[src/rtl/el2_ahb_pkg.sv]
// ---------------------------------------------------------------------------
// el2_ahb_pkg
// Shared AHB-Lite encodings and the responder state type used by the
// on-chip SRAM slave and its byte-lane decoder.
//   - HTRANS codes : IDLE / BUSY / NONSEQ / SEQ
//   - HSIZE codes  : BYTE / HALF / WORD / DWORD (values above DWORD illegal)
//   - HRESP codes  : OKAY / ERROR
//   - ahb_state_e  : responder data-phase state
// ---------------------------------------------------------------------------
package el2_ahb_pkg;

   localparam logic [1:0] HTRANS_IDLE   = 2'd0;
   localparam logic [1:0] HTRANS_BUSY   = 2'd1;
   localparam logic [1:0] HTRANS_NONSEQ = 2'd2;
   localparam logic [1:0] HTRANS_SEQ    = 2'd3;

   localparam logic [2:0] HSIZE_BYTE  = 3'd0;
   localparam logic [2:0] HSIZE_HALF  = 3'd1;
   localparam logic [2:0] HSIZE_WORD  = 3'd2;
   localparam logic [2:0] HSIZE_DWORD = 3'd3;

   localparam logic HRESP_OKAY  = 1'b0;
   localparam logic HRESP_ERROR = 1'b1;

   typedef enum logic [2:0] {
      ST_IDLE   = 3'd0,
      ST_WAIT   = 3'd1,
      ST_ACCESS = 3'd2,
      ST_RDATA  = 3'd3,
      ST_ERR1   = 3'd4,
      ST_ERR2   = 3'd5
   } ahb_state_e;

endpackage

[src/rtl/ahb_byte_lane_decode.sv]
// ---------------------------------------------------------------------------
// ahb_byte_lane_decode
// Combinational decode of transfer size and low address bits into the
// eight byte-lane enables of a 64-bit data bus, plus a misalignment flag.
// Ports:
//   size     in  3  HSIZE code
//   addr_lo  in  3  HADDR[2:0]
//   be       out 8  byte enables, bit i = byte lane i
//   misalign out 1  address not naturally aligned for the size
// Illegal sizes produce no lanes; the caller flags them separately.
// ---------------------------------------------------------------------------
module ahb_byte_lane_decode
   import el2_ahb_pkg::*;
(
   input  logic [2:0] size,
   input  logic [2:0] addr_lo,
   output logic [7:0] be,
   output logic       misalign
);

   // Lane mask is the size-wide mask shifted to the aligned lane offset.
   always_comb begin
      be       = 8'h00;
      misalign = 1'b0;
      case (size)
         HSIZE_BYTE: begin
            be       = 8'h01 << addr_lo;
            misalign = 1'b0;
         end
         HSIZE_HALF: begin
            be       = 8'h03 << {addr_lo[2:1], 1'b0};
            misalign = addr_lo[0];
         end
         HSIZE_WORD: begin
            be       = 8'h0F << {addr_lo[2], 2'b00};
            misalign = |addr_lo[1:0];
         end
         HSIZE_DWORD: begin
            be       = 8'hFF;
            misalign = |addr_lo;
         end
         default: begin
            be       = 8'h00;
            misalign = 1'b0;
         end
      endcase
   end

endmodule

[src/rtl/ahb_lite_sram_slave.sv]
// ---------------------------------------------------------------------------
// ahb_lite_sram_slave
// AHB-Lite responder in front of a single-port synchronous SRAM with
// 1-cycle read latency. Supports byte/half/word/dword transfers, a
// programmable number of leading wait states and a two-cycle ERROR response.
// Ports:
//   HCLK, HRESET (sync, active-high)
//   HSEL, HADDR[31:0], HTRANS[1:0], HWRITE, HSIZE[2:0], HREADY  address phase
//   HWDATA[63:0]                                                data phase
//   HREADYOUT, HRESP, HRDATA[63:0]                              responses
//   mem_en, mem_we, mem_be[7:0], mem_addr, mem_wdata[63:0]      SRAM request
//   mem_rdata[63:0]                                             SRAM read data
// New address phases are accepted in IDLE and in every completion cycle
// (ACCESS-write, RDATA, ERR2), which gives gap-free back-to-back transfers.
// ---------------------------------------------------------------------------
module ahb_lite_sram_slave
   import el2_ahb_pkg::*;
#(
   parameter int DEPTH_LOG2  = 13,
   parameter int WAIT_STATES = 0
)(
   input  logic                  HCLK,
   input  logic                  HRESET,
   input  logic                  HSEL,
   input  logic [31:0]           HADDR,
   input  logic [1:0]            HTRANS,
   input  logic                  HWRITE,
   input  logic [2:0]            HSIZE,
   input  logic [63:0]           HWDATA,
   input  logic                  HREADY,
   output logic                  HREADYOUT,
   output logic                  HRESP,
   output logic [63:0]           HRDATA,
   output logic                  mem_en,
   output logic                  mem_we,
   output logic [7:0]            mem_be,
   output logic [DEPTH_LOG2-1:0] mem_addr,
   output logic [63:0]           mem_wdata,
   input  logic [63:0]           mem_rdata
);

   // Final wait-counter value before moving on to the SRAM access.
   localparam logic [2:0] WS_LAST = 3'((WAIT_STATES > 0) ? (WAIT_STATES - 1) : 0);

   ahb_state_e            state_r;
   ahb_state_e            state_nxt_s;
   logic [2:0]            wcnt_r;
   logic [2:0]            wcnt_nxt_s;
   logic [DEPTH_LOG2-1:0] addr_r;
   logic                  we_r;
   logic [7:0]            be_r;

   logic                  sample_s;
   logic                  completion_s;
   logic                  accept_s;
   logic [7:0]            lane_be_s;
   logic                  misalign_s;
   logic                  range_err_s;
   logic                  size_err_s;
   logic                  err_s;
   logic                  unused_htrans0;

   assign unused_htrans0 = HTRANS[0];

   ahb_byte_lane_decode u_lane (
      .size     (HSIZE),
      .addr_lo  (HADDR[2:0]),
      .be       (lane_be_s),
      .misalign (misalign_s)
   );

   assign sample_s    = HSEL & HREADY & HTRANS[1];
   // Any address bit above the SRAM window is an out-of-range access.
   assign range_err_s = (HADDR >> (DEPTH_LOG2 + 3)) != 32'd0;
   assign size_err_s  = HSIZE > HSIZE_DWORD;
   assign err_s       = size_err_s | misalign_s | range_err_s;
   assign accept_s    = completion_s & sample_s;

   // Cycles in which a new address phase may be taken.
   always_comb begin
      completion_s = 1'b0;
      case (state_r)
         ST_IDLE:   completion_s = 1'b1;
         ST_ACCESS: completion_s = we_r;
         ST_RDATA:  completion_s = 1'b1;
         ST_ERR2:   completion_s = 1'b1;
         default:   completion_s = 1'b0;
      endcase
   end

   // Next-state and wait-counter logic.
   always_comb begin
      state_nxt_s = state_r;
      wcnt_nxt_s  = wcnt_r;
      if (completion_s) begin
         wcnt_nxt_s = 3'd0;
         if (!sample_s) begin
            state_nxt_s = ST_IDLE;
         end else if (err_s) begin
            state_nxt_s = ST_ERR1;
         end else if (WAIT_STATES > 0) begin
            state_nxt_s = ST_WAIT;
         end else begin
            state_nxt_s = ST_ACCESS;
         end
      end else begin
         case (state_r)
            ST_WAIT: begin
               if (wcnt_r == WS_LAST) begin
                  state_nxt_s = ST_ACCESS;
                  wcnt_nxt_s  = 3'd0;
               end else begin
                  wcnt_nxt_s  = wcnt_r + 3'd1;
               end
            end
            // Only a read reaches here: a write ACCESS is a completion cycle.
            ST_ACCESS: state_nxt_s = ST_RDATA;
            ST_ERR1:   state_nxt_s = ST_ERR2;
            default:   state_nxt_s = ST_IDLE;
         endcase
      end
   end

   // State, counter and latched address-phase registers.
   always_ff @(posedge HCLK) begin
      if (HRESET) begin
         state_r <= ST_IDLE;
         wcnt_r  <= 3'd0;
         addr_r  <= '0;
         we_r    <= 1'b0;
         be_r    <= 8'h00;
      end else begin
         state_r <= state_nxt_s;
         wcnt_r  <= wcnt_nxt_s;
         if (accept_s) begin
            addr_r <= HADDR[DEPTH_LOG2+2:3];
            we_r   <= HWRITE;
            be_r   <= lane_be_s;
         end else begin
            addr_r <= addr_r;
            we_r   <= we_r;
            be_r   <= be_r;
         end
      end
   end

   // Bus responses and SRAM strobes decoded from the current state.
   always_comb begin
      HREADYOUT = 1'b1;
      HRESP     = HRESP_OKAY;
      HRDATA    = 64'h0;
      mem_en    = 1'b0;
      mem_we    = 1'b0;
      mem_be    = 8'h00;
      case (state_r)
         ST_IDLE: begin
            HREADYOUT = 1'b1;
         end
         ST_WAIT: begin
            HREADYOUT = 1'b0;
         end
         ST_ACCESS: begin
            mem_en    = 1'b1;
            mem_we    = we_r;
            mem_be    = be_r;
            // Reads need one more cycle for the SRAM to return data.
            HREADYOUT = we_r;
         end
         ST_RDATA: begin
            HRDATA    = mem_rdata;
            HREADYOUT = 1'b1;
         end
         ST_ERR1: begin
            HRESP     = HRESP_ERROR;
            HREADYOUT = 1'b0;
         end
         ST_ERR2: begin
            HRESP     = HRESP_ERROR;
            HREADYOUT = 1'b1;
         end
         default: begin
            HREADYOUT = 1'b1;
         end
      endcase
   end

   assign mem_addr  = addr_r;
   assign mem_wdata = HWDATA;

endmodule

[config.mk]
export PLATFORM = sky130hd
export DESIGN_NAME = ahb_lite_sram_slave
export DESIGN_NICKNAME = d
export VERILOG_FILES = /design/src/rtl/el2_ahb_pkg.sv /design/src/rtl/ahb_byte_lane_decode.sv /design/src/rtl/ahb_lite_sram_slave.sv
export SDC_FILE = /design/constraint.sdc
export NUM_CORES = 1
export LEC_CHECK = 0
export ABC_AREA = 0
export ABC_CLOCK_PERIOD_IN_PS = 4200
export CAP_MARGIN = 40
export CORE_AREA = 2 2 125 127
export DETAILED_ROUTE_END_ITERATION = 10
export DIE_AREA = 0 0 127 129
export PLACE_DENSITY = 0.66
export SYNTH_ARGS = -nofsm -noshare
export SYNTH_HDL_FRONTEND = slang
export SYNTH_SLANG_ARGS = --single-unit
[constraint.sdc]
create_clock -name HCLK -period 4.2 [get_ports HCLK]
set_input_delay 1.26 -clock HCLK [delete_from_list [all_inputs] [get_ports HCLK]]
set_output_delay 1.26 -clock HCLK [all_outputs]
set_load 0.01 [all_outputs]
==> results.toml <==
[timing]
relSlewSlack_pct = 43.6
finalHoldViolations = 0
tns_ns = 0
finalSetupViolCount = 0
fin_skew_ns = 0.00482
worstMarginPinSlew_ns = 0.845
fin_crit_sh_pct = 88.0
max_freq_mhz = 271
maxSlewViolCount = 0
setup_ws_ns = 0.505
rsz0062_at_grt = "false"
min_period_ns = 3.70

[critical_path]
cp_slowest_cell = "clkdlybuf4s50_1"
crit_path_max_incr_delay_ns = 0.53
cpMostUsedCell = "clkdlybuf4s50_1"
timing.rr.end = "be_r[5]"
crit_chain = "clkdlybuf4s50_1 > and2_1 > clkdlybuf4s50_1"
crit_required_ns = 2.94
r2r-start = "state_r[0]"
worst-path-max-fanout = 1
startpoint_type = "primary input"
reg2reg_depth = 6
worstSetupPathType = "primary input to output port"
critPathCaptureType = "output port"
path_buf_inv = 2
arrival_ns = 2.44
reg2reg_slack_ns = 2.20
cp_top_family = "buffers and inverters"

[synthesis]
synth_top_area_cell = "dfxtp_1"
ys_seq_area_share_pct = 24.1
synth.distinct_cells = 35
synth-edff-count = 0
ys_ff_latch = 28
yosys_warnings = 0
yosysTopAreaCellShare_pct = 24.1
syn_nets = 466
async_reset_ff_share_pct = 0
ys.flop_type = "dfxtp_1"
syn_avg_cell_area_um2 = 7.91
synth_area_leaders = "dfxtp_1 (24%), buf_4 (21%), and2_1 (19%)"
synth_cells = 294
synthesis.area_mm2 = 0.00232

[outcome]
outcome = "finished clean"

[flow_run]
cap_violations = 0

[drt]
dr.first_iter.drc_count = 71
wl_per_cell_um = 15.6
via_per_inst = 3.78
ant_nets = 0
remaining_drc_errors = 0
wirelength_mm = 9.44
vias = 2280
drt_first_pass_iters = 4

[clock_network]
cts-root-buf = "clkbuf_16"
cts_inserted_buffers = 3
cts_htree_levels = 1
ctsLongestPathBuffers = 2
post_cts_resized = 0
clkTransAtPathRegs_ns = 0.07
cts_sinks = 28
postCtsSetupBuffers = 0
tritoncts = "built"
cts-hold-fix-buffers = 0
clk_latency_ns = 0.26

[power]
ir_drop_uv = 130
power_density_mw_per_mm2 = 178
power_leakage_nw = 1.46

[finish]
final_nets = 588
diodes = 0
syn2layout_area_growth_pct = 73.5
drive_gt1_share_pct = 3.61

[die]
initial_core_util_pct = 15.5
io-pin-count = 323
dieArea_mm2 = 0.0164
fp.dieW_um = 127
coreArea_mm2 = 0.0150
rows = 45
dieHeight_um = 129

[hold_path]
worstHoldPathType = "register to register"
whs_endpoint = "be_r[5]"
holdCritStartpoint = "be_r[5]"
whs_path_depth = 2

[placed_design]
gp_congestion = 0.744
portBuffers = 193
dp_slack_ns = 0.495
place_hpwl_mm = 8.16

[grt]
grt_pass1_wl_mm = 12.7
first_global_vias = 2209
grt.overflow.total = 0
antenna_found_initial = 0
grt_usage_pct = 10.0
grt_max_degree = 65
[metal layers]
layer	up-vias	GRT usage (%)	share of wire, %
met3	6	6.03	15
met5	-	0	0
met2	176	19.1	53
met4	0	1.87	0.56
li1	1119	-	-
met1	979	9.32	31
[through the flow]
step | utilization [%] | instances | hold slack [ns] | power (mW) | instance area, um^2
floorplan | - | 294 | 0.441 | 0.392 | 2320
global placement | 26.2 | 599 | 0.453 | 0.443 | 3930
detailed placement | 26.2 | 599 | 0.462 | 0.446 | 3930
CTS | 26.9 | 603 | 0.472 | 0.728 | 4030
global route | 26.9 | 603 | 0.494 | 0.749 | 4030
finish | 26.9 | 603 | 0.465 | 0.717 | 4030
[worst max-delay path by stage]
stage	from	endpoint	slack [ns]	cells after the start
after global routing	state_r[1]	HRDATA[17]	0.40	3
after floorplan	mem_rdata[0]	HRDATA[0]	1.53	1
final	mem_rdata[13]	HRDATA[13]	0.50	3
after global placement	mem_rdata[13]	HRDATA[13]	0.48	3
after CTS	mem_rdata[13]	HRDATA[13]	0.49	3
after detailed placement	mem_rdata[13]	HRDATA[13]	0.50	3
[cell type report]
class                           count  area (um^2)
Sequential cell                    28          561
Tap cell                          188          235
Fill cell                        1591        10900
Clock buffer                        3         75.1
Multi-Input combinational cell    183         1150
Timing Repair Buffer              195         1960
Clock inverter                      1         30.0
Inverter                            5         18.8
[worst reg2reg max path, stage by stage (launching register included)]
cell      delay (ns)
dfxtp_1         0.47
nor3b_4         0.45
a21oi_2         0.07
o211a_1         0.39
buf_12          0.28
nand2b_2        0.17
a21oi_1         0.10
[Yosys cell counts, types with 2 or more instances]
master	count
dfxtp_1	28
and2_1	72
buf_6	3
clkbuf_1	7
nand2_1	4
nor3_1	5
nor4_1	5
nand3_1	3
inv_1	5
nand2b_1	4
mux2i_1	20
a21oi_1	9
buf_4	65
clkbuf_8	2
o21bai_1	2
and3_2	2
nor2_1	37
ha_1	2
o21a_1	3
[sequential cells by signal (all words and copies together) (netlist names)]
signal	cells
be_r	8
state_r	3
wcnt_r	3
mem_addr	13
we_r	1
[cells in the final DEF, fill, tap and decap left out]
| cell | n |
|---|---|
| clkdlybuf4s50_1 | 193 |
| and2_1 | 72 |
| nor2_1 | 37 |
| dfxtp_1 | 28 |
| mux2i_1 | 20 |
| a21oi_1 | 9 |
| inv_1 | 5 |
| nor3_1 | 5 |
| nor4_1 | 5 |
| nand2b_1 | 4 |
| nand2_1 | 4 |
| nand3_1 | 3 |
| o21a_1 | 3 |
| clkbuf_16 | 3 |
| and3_2 | 2 |
| o21bai_1 | 2 |
| ha_1 | 2 |
| nor3b_4 | 1 |
| a21oi_2 | 1 |
| o211a_1 | 1 |
| or2_2 | 1 |
| nand2b_2 | 1 |
| o21ba_2 | 1 |
| a21o_1 | 1 |
| nor4b_1 | 1 |
| or4_1 | 1 |
| o21ai_0 | 1 |
| a31o_2 | 1 |
| nand4_1 | 1 |
| a21boi_1 | 1 |
| a31oi_1 | 1 |
| mux2_2 | 1 |
| bufinv_16 | 1 |
| buf_12 | 1 |
| buf_4 | 1 |
[cells by family (layout without fill, tap and decap cells)]
group / count (synthesis) / in the layout / synth area share, %
buffers and inverters: 83 / 204 / 26.2
AOI/OAI and AO/OA: 22 / 22 / 6.30
DFF: 28 / 28 / 24.1
adders and majority gates: 2 / 2 / 1.08
muxes: 21 / 21 / 9.10
and+or+nand+nor: 138 / 138 / 33.2
[where the power goes]
part	internal [mW]	switching [mW]	total, mW
Sequential	0.273	0.00525	0.278
Clock	0.190	0.0878	0.278
Combinational	0.114	0.0473	0.161
Note: power is estimated with default switching activity, not from simulation.
